$ cat config.mk
export PLATFORM = sky130hd
export DESIGN_NAME = uart_intpt_ident_flat
export DESIGN_NICKNAME = d
export VERILOG_FILES = /design/src/rtl/uart_pkg.sv /design/src/rtl/uart_intpt_ident_if.sv /design/src/rtl/uart_char_tout_cnt.sv /design/src/rtl/uart_intpt_ident.sv /design/src/flat_wrapper.sv
export SDC_FILE = /design/constraint.sdc
export NUM_CORES = 1
export LEC_CHECK = 0
export BUFFER_PORTS_ARGS = -buffer_cell sky130_fd_sc_hd__buf_4
export CORE_AREA = 8 8 45 47
export CTS_BUF_LIST = sky130_fd_sc_hd__clkbuf_8 sky130_fd_sc_hd__clkbuf_16
export DETAILED_ROUTE_END_ITERATION = 7
export DIE_AREA = 0 0 53 55
export PLACE_DENSITY = 0.42
export SETUP_SLACK_MARGIN = 0.3
export SYNTH_ARGS = -nofsm -noshare
export SYNTH_HDL_FRONTEND = slang
export SYNTH_HIERARCHICAL = 1
export SYNTH_SLANG_ARGS = --single-unit
$ cat constraint.sdc
create_clock -name clk -period 1.3 [get_ports clk]
set_clock_uncertainty 0.2 [all_clocks]
set_input_delay 0.13 -clock clk [delete_from_list [all_inputs] [get_ports clk]]
set_output_delay 0.13 -clock clk [all_outputs]
set_load 0.005 [all_outputs]
$ cat src/rtl/uart_pkg.sv
// Shared types for the UART interrupt identification path.
// IIR codes and the fixed source priority used by uart_intpt_ident.
package uart_pkg;

    typedef enum logic [3:0] {
        IIR_NONE = 4'b0001,
        IIR_RLS  = 4'b0110,
        IIR_RDA  = 4'b0100,
        IIR_CTI  = 4'b1100,
        IIR_THRE = 4'b0010
    } uart_iir_id_e;

    // Highest pending source wins; IIR_NONE when nothing is pending.
    function automatic uart_iir_id_e iir_prio(input logic rls, input logic rda,
                                              input logic cti, input logic thre_p);
        uart_iir_id_e id;
        id = IIR_NONE;
        if (rls)         id = IIR_RLS;
        else if (rda)    id = IIR_RDA;
        else if (cti)    id = IIR_CTI;
        else if (thre_p) id = IIR_THRE;
        return id;
    endfunction

endpackage

$ cat src/rtl/uart_intpt_ident_if.sv
// Status/strobe bundle between the UART status logic, the CPU register file
// and the interrupt identification block.
interface uart_intpt_ident_if;
    logic       thre;
    logic       etbei;
    logic       pe;
    logic       fe;
    logic       bi;
    logic       elsi;
    logic       dr;
    logic       erbi;
    logic       below_level;
    logic       rx_fifo_empty;
    logic       rx_activity;
    logic       char_tick;
    logic       iir_rd;
    logic       thr_wr;
    logic [3:0] iir_id;
    logic       uart_intpt;

    modport master (
        output thre, etbei, pe, fe, bi, elsi, dr, erbi, below_level,
               rx_fifo_empty, rx_activity, char_tick, iir_rd, thr_wr,
        input  iir_id, uart_intpt
    );

    modport slave (
        input  thre, etbei, pe, fe, bi, elsi, dr, erbi, below_level,
               rx_fifo_empty, rx_activity, char_tick, iir_rd, thr_wr,
        output iir_id, uart_intpt
    );
endinterface

$ cat src/rtl/uart_char_tout_cnt.sv
// Character-timeout counter: counts char times of RX idle while the FIFO holds data.
// Exposes the next-cycle CTI pending flag so the IIR register sees it with one-cycle latency.
module uart_char_tout_cnt #(
    parameter int TOUT_CHARS = 4,
    parameter int CNT_W      = 3
) (
    input  logic clk,
    input  logic arst_n,
    input  logic i_rx_fifo_empty,
    input  logic i_rx_activity,
    input  logic i_erbi,
    input  logic i_char_tick,
    output logic o_cti_pend_nxt
);

    localparam logic [CNT_W-1:0] TC = CNT_W'(TOUT_CHARS);

    logic [CNT_W-1:0] r_cnt;
    logic [CNT_W-1:0] w_cnt_nxt;
    logic             w_hold;

    // Activity beats a coincident tick: the counter restarts from zero.
    assign w_hold = i_rx_fifo_empty | i_rx_activity | ~i_erbi;

    always_comb begin
        w_cnt_nxt = r_cnt;
        if (w_hold)
            w_cnt_nxt = '0;
        else if (i_char_tick && (r_cnt != TC))
            w_cnt_nxt = r_cnt + CNT_W'(1);
    end

    always_ff @(posedge clk or negedge arst_n) begin
        if (!arst_n) r_cnt <= '0;
        else         r_cnt <= w_cnt_nxt;
    end

    assign o_cti_pend_nxt = (w_cnt_nxt == TC);

endmodule

$ cat src/rtl/uart_intpt_ident.sv
// UART interrupt identification: prioritises sources, registers IIR[3:0] and the IRQ pin.
// Character timeout (CTI) is built only when UART_CHAR_TIMEOUT_EN is defined.
module uart_intpt_ident
    import uart_pkg::*;
#(
    parameter int TOUT_CHARS = 4,
    parameter int CNT_W      = 3
) (
    input  logic            clk,
    input  logic            arst_n,
    uart_intpt_ident_if.slave intf
);

    uart_iir_id_e r_iir_id;
    logic         r_intpt;
    logic         r_thre_pend;
    logic         r_thre_lvl_q;

    logic         w_thre_lvl;
    logic         w_thre_rise;
    logic         w_thre_clr;
    logic         w_thre_pend_nxt;
    logic         w_rls;
    logic         w_rda;
    logic         w_cti_pend_nxt;
    uart_iir_id_e w_iir_nxt;

`ifdef UART_CHAR_TIMEOUT_EN
    uart_char_tout_cnt #(
        .TOUT_CHARS (TOUT_CHARS),
        .CNT_W      (CNT_W)
    ) u_tout (
        .clk             (clk),
        .arst_n          (arst_n),
        .i_rx_fifo_empty (intf.rx_fifo_empty),
        .i_rx_activity   (intf.rx_activity),
        .i_erbi          (intf.erbi),
        .i_char_tick     (intf.char_tick),
        .o_cti_pend_nxt  (w_cti_pend_nxt)
    );
`else
    logic w_unused_tout;
    assign w_unused_tout  = &{1'b0, intf.rx_fifo_empty, intf.rx_activity, intf.char_tick};
    assign w_cti_pend_nxt = 1'b0;
`endif

    assign w_thre_lvl  = intf.thre & intf.etbei;
    assign w_thre_rise = w_thre_lvl & ~r_thre_lvl_q;
    // IIR read only acknowledges THRE if THRE is what the CPU actually saw.
    assign w_thre_clr  = intf.thr_wr | ~intf.etbei | (intf.iir_rd & (r_iir_id == IIR_THRE));

    always_comb begin
        w_thre_pend_nxt = r_thre_pend | w_thre_rise;
        if (w_thre_clr)
            w_thre_pend_nxt = 1'b0;
    end

    assign w_rls     = (intf.pe | intf.fe | intf.bi) & intf.elsi;
    assign w_rda     = intf.dr & intf.erbi & ~intf.below_level;
    assign w_iir_nxt = iir_prio(w_rls, w_rda, w_cti_pend_nxt & intf.erbi, w_thre_pend_nxt);

    // Level history resets high so a level still asserted across reset is not a fresh edge.
    always_ff @(posedge clk or negedge arst_n) begin
        if (!arst_n) begin
            r_thre_lvl_q <= 1'b1;
            r_thre_pend  <= 1'b0;
            r_iir_id     <= IIR_NONE;
            r_intpt      <= 1'b0;
        end else begin
            r_thre_lvl_q <= w_thre_lvl;
            r_thre_pend  <= w_thre_pend_nxt;
            r_iir_id     <= w_iir_nxt;
            r_intpt      <= (w_iir_nxt != IIR_NONE);
        end
    end

    assign intf.iir_id     = r_iir_id;
    assign intf.uart_intpt = r_intpt;

endmodule
$ cat src/flat_wrapper.sv
// flat-port wrapper written by rule: the top's interface ports become plain ports
module uart_intpt_ident_flat import uart_pkg::*;
#(
    parameter int TOUT_CHARS = 4,
    parameter int CNT_W      = 3
)
  (clk, arst_n, intf_thre, intf_etbei, intf_pe, intf_fe, intf_bi, intf_elsi, intf_dr, intf_erbi, intf_below_level, intf_rx_fifo_empty, intf_rx_activity, intf_char_tick, intf_iir_rd, intf_thr_wr, intf_iir_id, intf_uart_intpt);
  uart_intpt_ident_if intf_i ();
  input  logic clk;
  input  logic arst_n;
  input wire logic [$bits(intf_i.thre)-1:0] intf_thre;
  input wire logic [$bits(intf_i.etbei)-1:0] intf_etbei;
  input wire logic [$bits(intf_i.pe)-1:0] intf_pe;
  input wire logic [$bits(intf_i.fe)-1:0] intf_fe;
  input wire logic [$bits(intf_i.bi)-1:0] intf_bi;
  input wire logic [$bits(intf_i.elsi)-1:0] intf_elsi;
  input wire logic [$bits(intf_i.dr)-1:0] intf_dr;
  input wire logic [$bits(intf_i.erbi)-1:0] intf_erbi;
  input wire logic [$bits(intf_i.below_level)-1:0] intf_below_level;
  input wire logic [$bits(intf_i.rx_fifo_empty)-1:0] intf_rx_fifo_empty;
  input wire logic [$bits(intf_i.rx_activity)-1:0] intf_rx_activity;
  input wire logic [$bits(intf_i.char_tick)-1:0] intf_char_tick;
  input wire logic [$bits(intf_i.iir_rd)-1:0] intf_iir_rd;
  input wire logic [$bits(intf_i.thr_wr)-1:0] intf_thr_wr;
  output wire logic [$bits(intf_i.iir_id)-1:0] intf_iir_id;
  output wire logic [$bits(intf_i.uart_intpt)-1:0] intf_uart_intpt;
  assign intf_i.thre = intf_thre;
  assign intf_i.etbei = intf_etbei;
  assign intf_i.pe = intf_pe;
  assign intf_i.fe = intf_fe;
  assign intf_i.bi = intf_bi;
  assign intf_i.elsi = intf_elsi;
  assign intf_i.dr = intf_dr;
  assign intf_i.erbi = intf_erbi;
  assign intf_i.below_level = intf_below_level;
  assign intf_i.rx_fifo_empty = intf_rx_fifo_empty;
  assign intf_i.rx_activity = intf_rx_activity;
  assign intf_i.char_tick = intf_char_tick;
  assign intf_i.iir_rd = intf_iir_rd;
  assign intf_i.thr_wr = intf_thr_wr;
  assign intf_iir_id = intf_i.iir_id;
  assign intf_uart_intpt = intf_i.uart_intpt;
  uart_intpt_ident #(.TOUT_CHARS(TOUT_CHARS), .CNT_W(CNT_W)) u_core (.clk(clk), .arst_n(arst_n), .intf(intf_i));
endmodule
==> results.toml <==
[grt]
met3_usage_pct = 2.941
top_usage_layer = "met4"
antenna_found_initial = 0
met1_usage_pct = 4.475
gr-usage-met2_pct = 6.055
grt_pass1_vias = 230
overflow = 0
grt_max_degree = 7
grt_usage_pct = 4.890
grt_pass1_wl_um = 959

[yosys]
synth_top_area_share_pct = 37.91
synthSimpleGateAreaFrac_pct = 16.11
ys_seq_area_share_pct = 57.82
synthAdderAreaFrac_pct = 0
syn_inst = 21
synth.net_count = 37
muxShareOfSynthArea_pct = 0
syn_avg_cell_area_um2 = 12.57
synth_top_area_cell = "dfrtp_1"
synth_compound_area_share_pct = 18.96
synth_top_family_by_area = "compound AO/OA/AOI/OAI gates"
ys_seq_elements = 6
synthTopCellsByArea = "dfrtp_1, dfstp_2, o31ai_4"
yosys_warnings = 6
synth-xor-area-share_pct = 0
yosysUniqueCellTypes = 15
netlist_area_um2 = 264.0

[timing]
maxSlewViolCount = 0
fin_setup_tns_ns = 0
whs_ns = -0.08477
min_period_ns = 1.205
setup-violations-final = 0
max_freq_ghz = 0.8301
hold_viol_final = 4
rsz0062_at_grt = "true"
period_share_pct = 92.67

[clock_network]
tritoncts = "yes"
cts_root_buffer = "clkbuf_8"
cts.htree.levels = 1
cts_setup_buffers = 0
clk_pin_slew_ns = 0.03
insertion_delay_ns = 0.22
cts_buffer_depth = 2
cts_sinks = 6
cts_buffers = 3
cts_hold_buf = 1

[routing]
dr_total_vias = 214
detail_route.wl_per_cell_um = 11.48
routed_wl_um = 643
drcViolationCount = 0
drt-initial-drc-count = 3
postRouteAntennaNets = 0
post_drt_via_cell_ratio = 3.821
drtPass1Iterations = 2

[die]
die_x_um = 53
core_um2 = 1384
row_count = 14
die_h_um = 55
dieArea_um2 = 2915
io_pins = 21
start_util_pct = 19.08

[hold_path]
min_from = "intf_below_level"
hp-class = "input pin to flip-flop"
hold_depth = 2
hold_path_end = "u_core/intf.iir_id[2]"

[pwr]
p_comb_share_pct = 16.5
leakage_uw = 0.0002236
p_switching_uw = 111.3
p_sw_share_pct = 19.29
fin_total_pwr_uw = 576.8
p_int_uw = 465.6
power_density_nw_per_um2 = 1170
seq_power_share_pct = 37.2
ir_drop_uv = 327.6
p_clk_share_pct = 46.2

[critical_path]
cp_data_required_time_ns = 1.24
r2r_end = "u_core/intf.iir_id[1]"
timing.rr.start = "u_core/intf.iir_id[0]"
cp_cell_sequence = "nand4bb_4 > o2111ai_4 > o21ai_1"
cpMaxStageDelayCell = "dfstp_2"
cpPeakStageDelay_ns = 0.53
reg2reg_slack_ns = 0.1
reg2reg_depth = 3
crit_cells = 3
critPathArrivalTime_ns = 1.15
crit_fanout = 3
worstSetupPathType = "flip-flop to flip-flop"
end_kind = "flip-flop"
path_buf_inv = 0
setup.worst_path.start_class = "flip-flop"
critical-path-top-delay-family = "flip-flops"

[layout]
diodes = 0
ff_latch_area_um2 = 152.6
area_growth_pct = 86.73
num-fill-cells = 143
layout.nets = 58
layout_common_cells = "buf_4, buf_6, dfrtp_1"
multi_input_area_um2 = 126.4
layout.cells.most_common = "buf_4"
drive_above_1_share_pct = 70.00

[outcome]
violations = "negative hold slack"
outcome = "complete, but fails checks"

[place]
port_buffers = 16
gp_congestion = 0.6554

[job]
cap_violations = 0
flip-flops by register name (all words and copies together), names as in the netlist:
register,count
u_core/intf.uart_intpt,1
u_core/r_thre_pend,1
u_core/intf.iir_id,3
u_core/r_thre_lvl_q,1
metal layers:
| layer | routed length (um) | up-vias | share of wire (%) |
|---|---|---|---|
| li1 | - | 105 | - |
| met3 | 105 | 0 | 16 |
| met4 | 0 | 0 | 0 |
| met1 | 229 | 94 | 36 |
| met2 | 308 | 15 | 48 |
| met5 | 0 | - | 0 |
power groups by stage:
stage / combinational, uW / sequential (uW) / clock, uW
after global routing: 104 / 217 / 294
after global placement: 77.3 / 211 / 0
final: 95.3 / 215 / 267
after detailed placement: 77.8 / 212 / 0
after floorplan: 23.8 / 213 / 0
after CTS: 85.7 / 212 / 277
what timing repair did:
action                                  CTS  global route
hold endpoints to repair                 10             4
endpoints found under the setup margin    8             8
resized for setup                         4             4
pin swaps                                 1             1
kinds of logic (layout without fill, tap and decap cells):
kind of cell,after synthesis,in the layout
AOI/OAI and AO/OA,4,4
buffers and inverters,3,22
DFF,6,6
other,1,1
and+or+nand+nor,7,7
Yosys cell counts:
cell,instances
nand2_1,1
o21ai_0,1
nand2b_1,1
o2111ai_2,1
nand4bb_1,1
o21ai_2,1
conb_1,1
dfrtp_1,4
nor2_1,2
dfstp_2,2
nor2b_1,1
o31ai_4,1
inv_1,2
and2_2,1
buf_4,1
worst reg2reg max path: cells and delay by family (launching register included):
kind,cells,cell delay [ns]
DFF,1,0.53
AOI/OAI and AO/OA,2,0.27
and+or+nand+nor,1,0.14
layout make-up:
cell class / count / area share, %
sequential: 6 / 30.96
timing repair buffer: 17 / 29.44
multi-input combinational: 12 / 25.63
clock buffer: 3 / 8.376
tap: 16 / 4.061
inverter: 2 / 1.523
through the flow:
| step | hold slack [ns] | setup slack [ns] | utilization [%] | cells | area, um2 |
|---|---|---|---|---|---|
| after floorplan | -0.3656 | 0.1557 | - | 21 | 264.0 |
| after global placement | -0.2635 | 0.08207 | 28.66 | 52 | 396.6 |
| after detailed placement | -0.2635 | 0.09113 | 28.66 | 52 | 396.6 |
| after CTS | -0.08817 | 0.06986 | 33.36 | 56 | 461.7 |
| after global routing | -0.07935 | 0.05020 | 35.62 | 56 | 493.0 |
| final | -0.08477 | 0.09531 | 35.62 | 56 | 493.0 |
worst max path at each step:
stage	start	end	slack [ns]
3_5_place_dp	u_core/r_thre_lvl_q	u_core/intf.iir_id[0]	0.09
5_1_grt	u_core/intf.iir_id[0]	u_core/intf.iir_id[1]	0.05
3_3_place_gp	u_core/intf.iir_id[0]	u_core/intf.iir_id[0]	0.08
4_1_cts	u_core/r_thre_lvl_q	u_core/intf.iir_id[0]	0.07
6_report	u_core/intf.iir_id[0]	u_core/intf.iir_id[1]	0.1
2_1_floorplan	u_core/intf.iir_id[0]	u_core/intf.iir_id[1]	0.16
(Power assumes the default switching activity.)
